===== src/rtl/store_buffer.sv =====
// rtl/store_buffer.sv - posted-store FIFO between the pipeline MEM stage and data_mem.
// Define STORE_BUFFER_FWD_EN to forward the youngest full-word store to a matching load.

module store_buffer #(
  parameter int DEPTH = 4
) (
  input  logic        clk,
  input  logic        reset,
  input  logic [31:0] cpu_addr,
  input  logic [31:0] cpu_wdata,
  input  logic        cpu_memwrite,
  input  logic        cpu_memread,
  input  logic [3:0]  cpu_sign_mask,
  output logic [31:0] cpu_rdata,
  output logic        cpu_stall,
  output logic [31:0] mem_addr,
  output logic [31:0] mem_write_data,
  output logic        mem_memwrite,
  output logic        mem_memread,
  output logic [3:0]  mem_sign_mask,
  input  logic [31:0] mem_read_data,
  input  logic        mem_clk_stall
);

  localparam int PW = $clog2(DEPTH);
  localparam int CW = PW + 1;
  localparam logic [CW-1:0] FULL = CW'(DEPTH);

  typedef enum logic [2:0] {IDLE, WR_ISSUE, WR_WAIT, RD_ISSUE, RD_WAIT} state_t;

  state_t        state_q, state_d;
  logic [PW-1:0] head_q, head_d, tail_q, tail_d;
  logic [CW-1:0] count_q, count_d;
  logic [31:0]   cpu_rdata_q, cpu_rdata_d;
  logic          load_done_q, load_done_d;
  logic [31:0]   mem_addr_q, mem_addr_d;
  logic [31:0]   mem_wdata_q, mem_wdata_d;
  logic [3:0]    mem_mask_q, mem_mask_d;

  logic [31:0]   fifo_addr_q [DEPTH];
  logic [31:0]   fifo_data_q [DEPTH];
  logic [3:0]    fifo_mask_q [DEPTH];

  logic load_req, full, pop, enq, fwd_hit;

  // A store alongside a load is treated as a store only.
  assign load_req = cpu_memread & ~cpu_memwrite;
  assign full     = (count_q == FULL);
  assign pop      = (state_q == WR_WAIT) && !mem_clk_stall;
  assign enq      = cpu_memwrite && (!full || pop);

`ifdef STORE_BUFFER_FWD_EN
  logic [PW-1:0] young_idx;
  assign young_idx = tail_q - PW'(1);
  assign fwd_hit   = load_req && !load_done_q && (count_q != '0) &&
                     (cpu_sign_mask == 4'b1111) && (fifo_mask_q[young_idx] == 4'b1111) &&
                     (fifo_addr_q[young_idx] == cpu_addr);
`else
  assign fwd_hit = 1'b0;
`endif

  // load_done_q marks the single cycle in which a finished load is released.
  assign cpu_stall = (cpu_memwrite && full && !pop) || (load_req && !load_done_q);

  always_comb begin
    state_d     = state_q;
    head_d      = head_q;
    tail_d      = tail_q;
    cpu_rdata_d = cpu_rdata_q;
    load_done_d = 1'b0;
    mem_addr_d  = mem_addr_q;
    mem_wdata_d = mem_wdata_q;
    mem_mask_d  = mem_mask_q;

    case (state_q)
      IDLE: begin
        if (load_req && (count_q == '0) && !load_done_q) begin
          state_d    = RD_ISSUE;
          mem_addr_d = cpu_addr;
          mem_mask_d = cpu_sign_mask;
        end else if (count_q != '0) begin
          state_d     = WR_ISSUE;
          mem_addr_d  = fifo_addr_q[head_q];
          mem_wdata_d = fifo_data_q[head_q];
          mem_mask_d  = fifo_mask_q[head_q];
        end
      end
      WR_ISSUE: state_d = WR_WAIT;
      WR_WAIT: begin
        if (pop) begin
          head_d  = head_q + PW'(1);
          state_d = IDLE;
        end
      end
      RD_ISSUE: state_d = RD_WAIT;
      RD_WAIT: begin
        if (!mem_clk_stall) begin
          cpu_rdata_d = mem_read_data;
          load_done_d = 1'b1;
          state_d     = IDLE;
        end
      end
      default: state_d = IDLE;
    endcase

`ifdef STORE_BUFFER_FWD_EN
    if (fwd_hit) begin
      cpu_rdata_d = fifo_data_q[young_idx];
      load_done_d = 1'b1;
    end
`endif

    if (enq) tail_d = tail_q + PW'(1);
    count_d = count_q + CW'(enq) - CW'(pop);
  end

  always_ff @(posedge clk) begin
    if (reset) begin
      state_q     <= IDLE;
      head_q      <= '0;
      tail_q      <= '0;
      count_q     <= '0;
      cpu_rdata_q <= '0;
      load_done_q <= 1'b0;
      mem_addr_q  <= '0;
      mem_wdata_q <= '0;
      mem_mask_q  <= '0;
    end else begin
      state_q     <= state_d;
      head_q      <= head_d;
      tail_q      <= tail_d;
      count_q     <= count_d;
      cpu_rdata_q <= cpu_rdata_d;
      load_done_q <= load_done_d;
      mem_addr_q  <= mem_addr_d;
      mem_wdata_q <= mem_wdata_d;
      mem_mask_q  <= mem_mask_d;
    end
  end

  // Entry storage needs no reset; only pointers and count define validity.
  always_ff @(posedge clk) begin
    if (enq) begin
      fifo_addr_q[tail_q] <= cpu_addr;
      fifo_data_q[tail_q] <= cpu_wdata;
      fifo_mask_q[tail_q] <= cpu_sign_mask;
    end
  end

  assign cpu_rdata      = cpu_rdata_q;
  assign mem_addr       = mem_addr_q;
  assign mem_write_data = mem_wdata_q;
  assign mem_sign_mask  = mem_mask_q;
  assign mem_memwrite   = (state_q == WR_ISSUE);
  assign mem_memread    = (state_q == RD_ISSUE);

endmodule


===== config.mk =====
export PLATFORM = sky130hd
export DESIGN_NAME = store_buffer
export DESIGN_NICKNAME = d
export VERILOG_FILES = /design/src/rtl/store_buffer.sv
export SDC_FILE = /design/constraint.sdc
export NUM_CORES = 1
export LEC_CHECK = 0
export BUFFER_PORTS_ARGS = -buffer_cell sky130_fd_sc_hd__buf_4
export CORE_MARGIN = 5
export CORE_UTILIZATION = 61
export DETAILED_ROUTE_END_ITERATION = 10
export PLACE_DENSITY = 0.83
export SYNTH_ARGS = -nofsm -noshare
export SYNTH_HDL_FRONTEND = slang
export SYNTH_SLANG_ARGS = --single-unit

===== constraint.sdc =====
create_clock -name clk -period 6.6 [get_ports clk]
set_clock_uncertainty 0.1 [all_clocks]
set_input_delay 0.66 -clock clk [delete_from_list [all_inputs] [get_ports clk]]
set_output_delay 0.66 -clock clk [all_outputs]
set_load 0.1 [all_outputs]

# Yosys cells after proc, flatten, opt, wreduce, memory -nomap -nowiden
# Memory sizes are Yosys's and may differ from the RTL's. A register that Yosys moved wholly into a read port is not among the register bits.
# Index checks and enable logic that the tools add are counted.
# Widths: inputs -> output; s select.
# totals
out_inout_bits,103
mem_count,3
in_bits,105
reg_bits,79
word_cells,67
ramBits,272
# classes
reduce_logical,23
muxes,16
bitwise_logic,5
n_addsub,4
eq_ne,8
# mem_list
name,depth,width,rd,rd_clocked_by_memory_dff,write_ports,line,rtl
fifo_addr_q,4,32,1,1,1,40,logic [31:0] fifo_addr_q [DEPTH];
fifo_data_q,4,32,1,1,1,41,logic [31:0] fifo_data_q [DEPTH];
fifo_mask_q,4,4,1,1,1,42,logic [3:0] fifo_mask_q [DEPTH];
# op_table
op,count
$mux 32,2
$pmux 3 s5,1
$mux 3,4
$mux 2,4
$mux 4,2
$logic_and 1x1->1,7
$eq 3x2->1 const B,2
$eq 3x3->1 const B,2
$logic_not 3->1,2
$reduce_and 2->1,3
$reduce_and 3->1,2
$add 2x1->2 const B,2
$logic_not 1->1,4
$ne 2x2->1 const B,2
$not 1->1,4
$add 3x1->3,1
$eq 3x1->1 const B,1
$mux 1,3
$ne 3x3->1 const B,1
$reduce_bool 3->1,1
$sub 3x1->3,1
$logic_or 1x1->1,2
$reduce_bool 2->1,1
$reduce_or 2->1,1
$and 1x1->1,1

# Depth between registers and ports, before layout
# logic_depth
depth_word,6
ltp_mapped,12
ltp_nobuf,11

# Least setup slack after synthesis
# No wires, ideal clock.
# synth_timing
path_kind,input port to flip-flop
start,input mem_clk_stall
end,"memory fifo_addr_q[0][0], enable pin"
cell_stages,3
path_slack_ns,3.170
n_path_buf,0
setup_time_ns,0.434
arrival_time_ns,2.896
required_time_ns,6.066
cell_sequence,nor4b_2 > o41a_2 > and2_1
# synth_between
elab_chain_cells,6
# synth_lines
item,line,rtl
start: declaration,22,input logic mem_clk_stall
$logic_not 1->1,-,
$logic_and 1x1->1,49,assign pop = (state_q == WR_WAIT) && !mem_clk_stall;
$logic_or 1x1->1,50,assign enq = cpu_memwrite && (!full || pop);
$logic_and 1x1->1,50,
$mux 1,143,if (enq) begin
$mux 1 (not written as such),144,fifo_addr_q[tail_q] <= cpu_addr;
end: declaration,40,
# No other way between the ends.

# Worst setup path after layout
# layout_timing
start,register state_q[0]
end,output cpu_stall
# layout_between
elab_chain_cells,5
# layout_lines
item,line,rtl
start: declaration,31,"state_t state_q, state_d;"
start signal: assignment,129,state_q <= state_d;
$eq 3x2->1,49,
$logic_and 1x1->1,49,
$logic_not 1->1,63,assign cpu_stall = (cpu_memwrite && full && !pop) || (load_req && !load_done_q);
$logic_and 1x1->1,63,
$logic_or 1x1->1,63,
end: declaration,15,"output logic cpu_stall,"
# No other way between the ends.

==> results_dict.tcl <==
set metrics [dict create \
    status "finished clean" \
    post-route-util_pct 74.7 \
    num_antenna_cells 0 \
    critPathKind "reg -> out" \
    most-common-layout-cells "edfxtp_1, buf_4, nand2_1, dfxtp_1, mux4_2" \
    die_h_um 163 \
    p_sw_share_pct 39.3 \
    yosysUniqueCellTypes 35 \
    gp_congestion 0.761 \
    drive_above_1_share_pct 35.1 \
    cp.arrival_ps 2070 \
    die_w_um 163 \
    cp-start-kind "flip-flop" \
    synth_edf_count 272 \
    synth_area_leaders "edfxtp_1, dfxtp_1, mux4_2" \
    drtAntennaViolNets 0 \
    finalHoldViolations 0 \
    p_per_area_nw_per_um2 476 \
    via_count 7919 \
    clockBufferDepth 3 \
    pwr-share-seq_pct 38.2 \
    min_period_ps 2830 \
    drtPass1Iterations 5 \
    tritoncts "done" \
    synth-async-reset-ratio_pct 0 \
    grt_use_total_pct 22.0 \
    vias_per_cell 5.60 \
    die_area_um2 26700 \
    top_level_ports 208 \
    worst_setup_path_end_kind "output pin" \
    insertion_delay_ps 500 \
    syn_area_um2 14400 \
    wl_per_cell_um 20.7 \
    fin_crit_sh_pct 42.8 \
    dp_hpwl_um 17300 \
    final_common_cell "edfxtp_1" \
    avgSynthCellArea_um2 16.6 \
    fin_tns_setup_ps 0 \
    ys.flop_type "edfxtp_1" \
    clk_pin_slew_ps 60 \
    drtIter0Drc 720 \
    synth_nets 976 \
    globalRoute.totalOverflow 0 \
    clock_sinks 385 \
    cts_setup_buffers 0 \
    nets 1177 \
    net-switching-power_uw 3260 \
    initial_core_util_pct 61.6 \
    p_leak_uw 0.00607 \
    cts_inserted_buffers 38 \
    ir_worst_vdd_v 0.000462 \
    path_max_fanout 8 \
    final_max_slew_viol_count 0 \
    ys_warn_count 0 \
    power_frac_clock_pct 26.1 \
    synth_top_area_share_pct 56.8 \
    coreArea_um2 23300 \
    finalSetupViolCount 0 \
    max_freq_mhz 354 \
    dp_slack_ps 3460 \
    seq_area_frac_synth_pct 72.6 \
    grt_pass1_vias 8145 \
    remaining_drc_errors 0 \
    antenna_found_initial 0 \
    rsz0062_at_grt "false" \
    num_rows 56 \
    internal-power_uw 5030 \
    hold_path.class "in -> reg" \
    fin_ws_ps 3770 \
    grt_max_degree 74 \
    drv_cap 0 \
    tightest_slew_ps 1060 \
    total_power_uw 8290 \
    fillers 1393 \
    reg2reg_slack_ps 3790 \
    drt_wl_total_um 29300 \
    port_buffers 207 \
    ys_seq_elements 385 \
    grt_pass1_wl_um 45700 \
    root_buffer "clkbuf_16" \
    syn_inst 864 \
    holdBufCountCts 0 \
    cts_max_level 2 \
    syn_to_final_growth_pct 21.2 \
    cts_resized 0 \
    relSlewSlack_pct 29.4 \
    yosys.area.top_type "edfxtp_1" \
    pwr-share-comb_pct 35.7 \
    required_ps 5840 \
]
## routing by layer
layer / up-vias / track usage, % / part of all wire [%]
met2: 286 / 35.3 / 49
met5: - / 0 / 0
li1: 3662 / - / -
met3: 36 / 3.63 / 7.0
met1: 3935 / 32.6 / 43
met4: 0 / 4.99 / 1.5
## cell usage after synthesis (2+ instances only)
cell	count
ha_1	6
nor4b_2	2
nand3b_1	2
a211oi_2	30
and2_1	5
mux2i_1	36
nor2b_1	2
edfxtp_1	272
a21oi_1	66
nand2_1	132
xor2_1	2
buf_2	19
buf_1	3
inv_1	6
nor2_1	46
clkbuf_1	26
nor3b_1	2
a211oi_1	7
dfxtp_1	113
xnor2_1	3
buf_12	3
mux4_2	68
## layout make-up
type	count	area (um^2)	share of cell area (%)
clock buffers	55	1140	6.54
flip-flops and latches	385	10400	59.9
clock inverters	15	145	0.833
repair buffers	215	1610	9.27
multi-input cells	418	3660	21.0
inverters	7	26.3	0.151
well taps	319	399	2.29
## worst max-delay path, cell delays in order, from the launching register on
cell     delay [ps]
dfxtp_1         500
nor4b_2         140
o41a_2          470
nor2_1          140
buf_4           300
## per-stage QoR
step	cells	hold slack, ps	cell area (um^2)
after floorplan	864	369	14400
after global placement	1344	342	16100
after detailed placement	1344	348	16100
after CTS	1414	234	17400
after global routing	1414	236	17400
final	1414	251	17400
## worst paths after layout
kind                      start                  to  cells past startpoint
setup / recovery     state_q[0]           cpu_stall                      4
hold / removal    cpu_wdata[17]  fifo_data_q[1][17]                      1
setup reg to reg     state_q[1]          count_q[2]                     11
hold reg to reg   cpu_rdata[18]       cpu_rdata[18]                      2
## cell families (layout without fill, tap and decap cells)
family                   count (synthesis)  after routing  synth area share [%]
flip-flops                             385            385                  72.6
AND/OR/NAND/NOR                        195            195                  5.61
AO/OA/AOI/OAI                          107            107                  5.51
multiplexers                           104            104                  13.2
buffers and inverters                   61            292                  2.19
adder cells (fa/ha/maj)                  7              7                 0.662
XOR/XNOR                                 5              5                 0.305
## power by group through the flow
stage	combinational, uW	clock (uW)	sequential (uW)
CTS	2990	2190	3170
global placement	2940	0	3190
detailed placement	2980	0	3210
global route	3110	2320	3200
floorplan	1010	0	4530
finish	2960	2160	3170
## flip-flops by register name, summed over array words and instances (netlist names), named ones only
| register | count |
|---|---|
| count_q | 3 |
| cpu_rdata | 32 |
| fifo_addr_q | 128 |
| fifo_data_q | 128 |
| fifo_mask_q | 16 |
| head_q | 2 |
| load_done_q | 1 |
| mem_addr | 32 |
| mem_sign_mask | 4 |
| mem_write_data | 32 |
| state_q | 3 |
| tail_q | 2 |
Power figures use the tool's default switching activity.
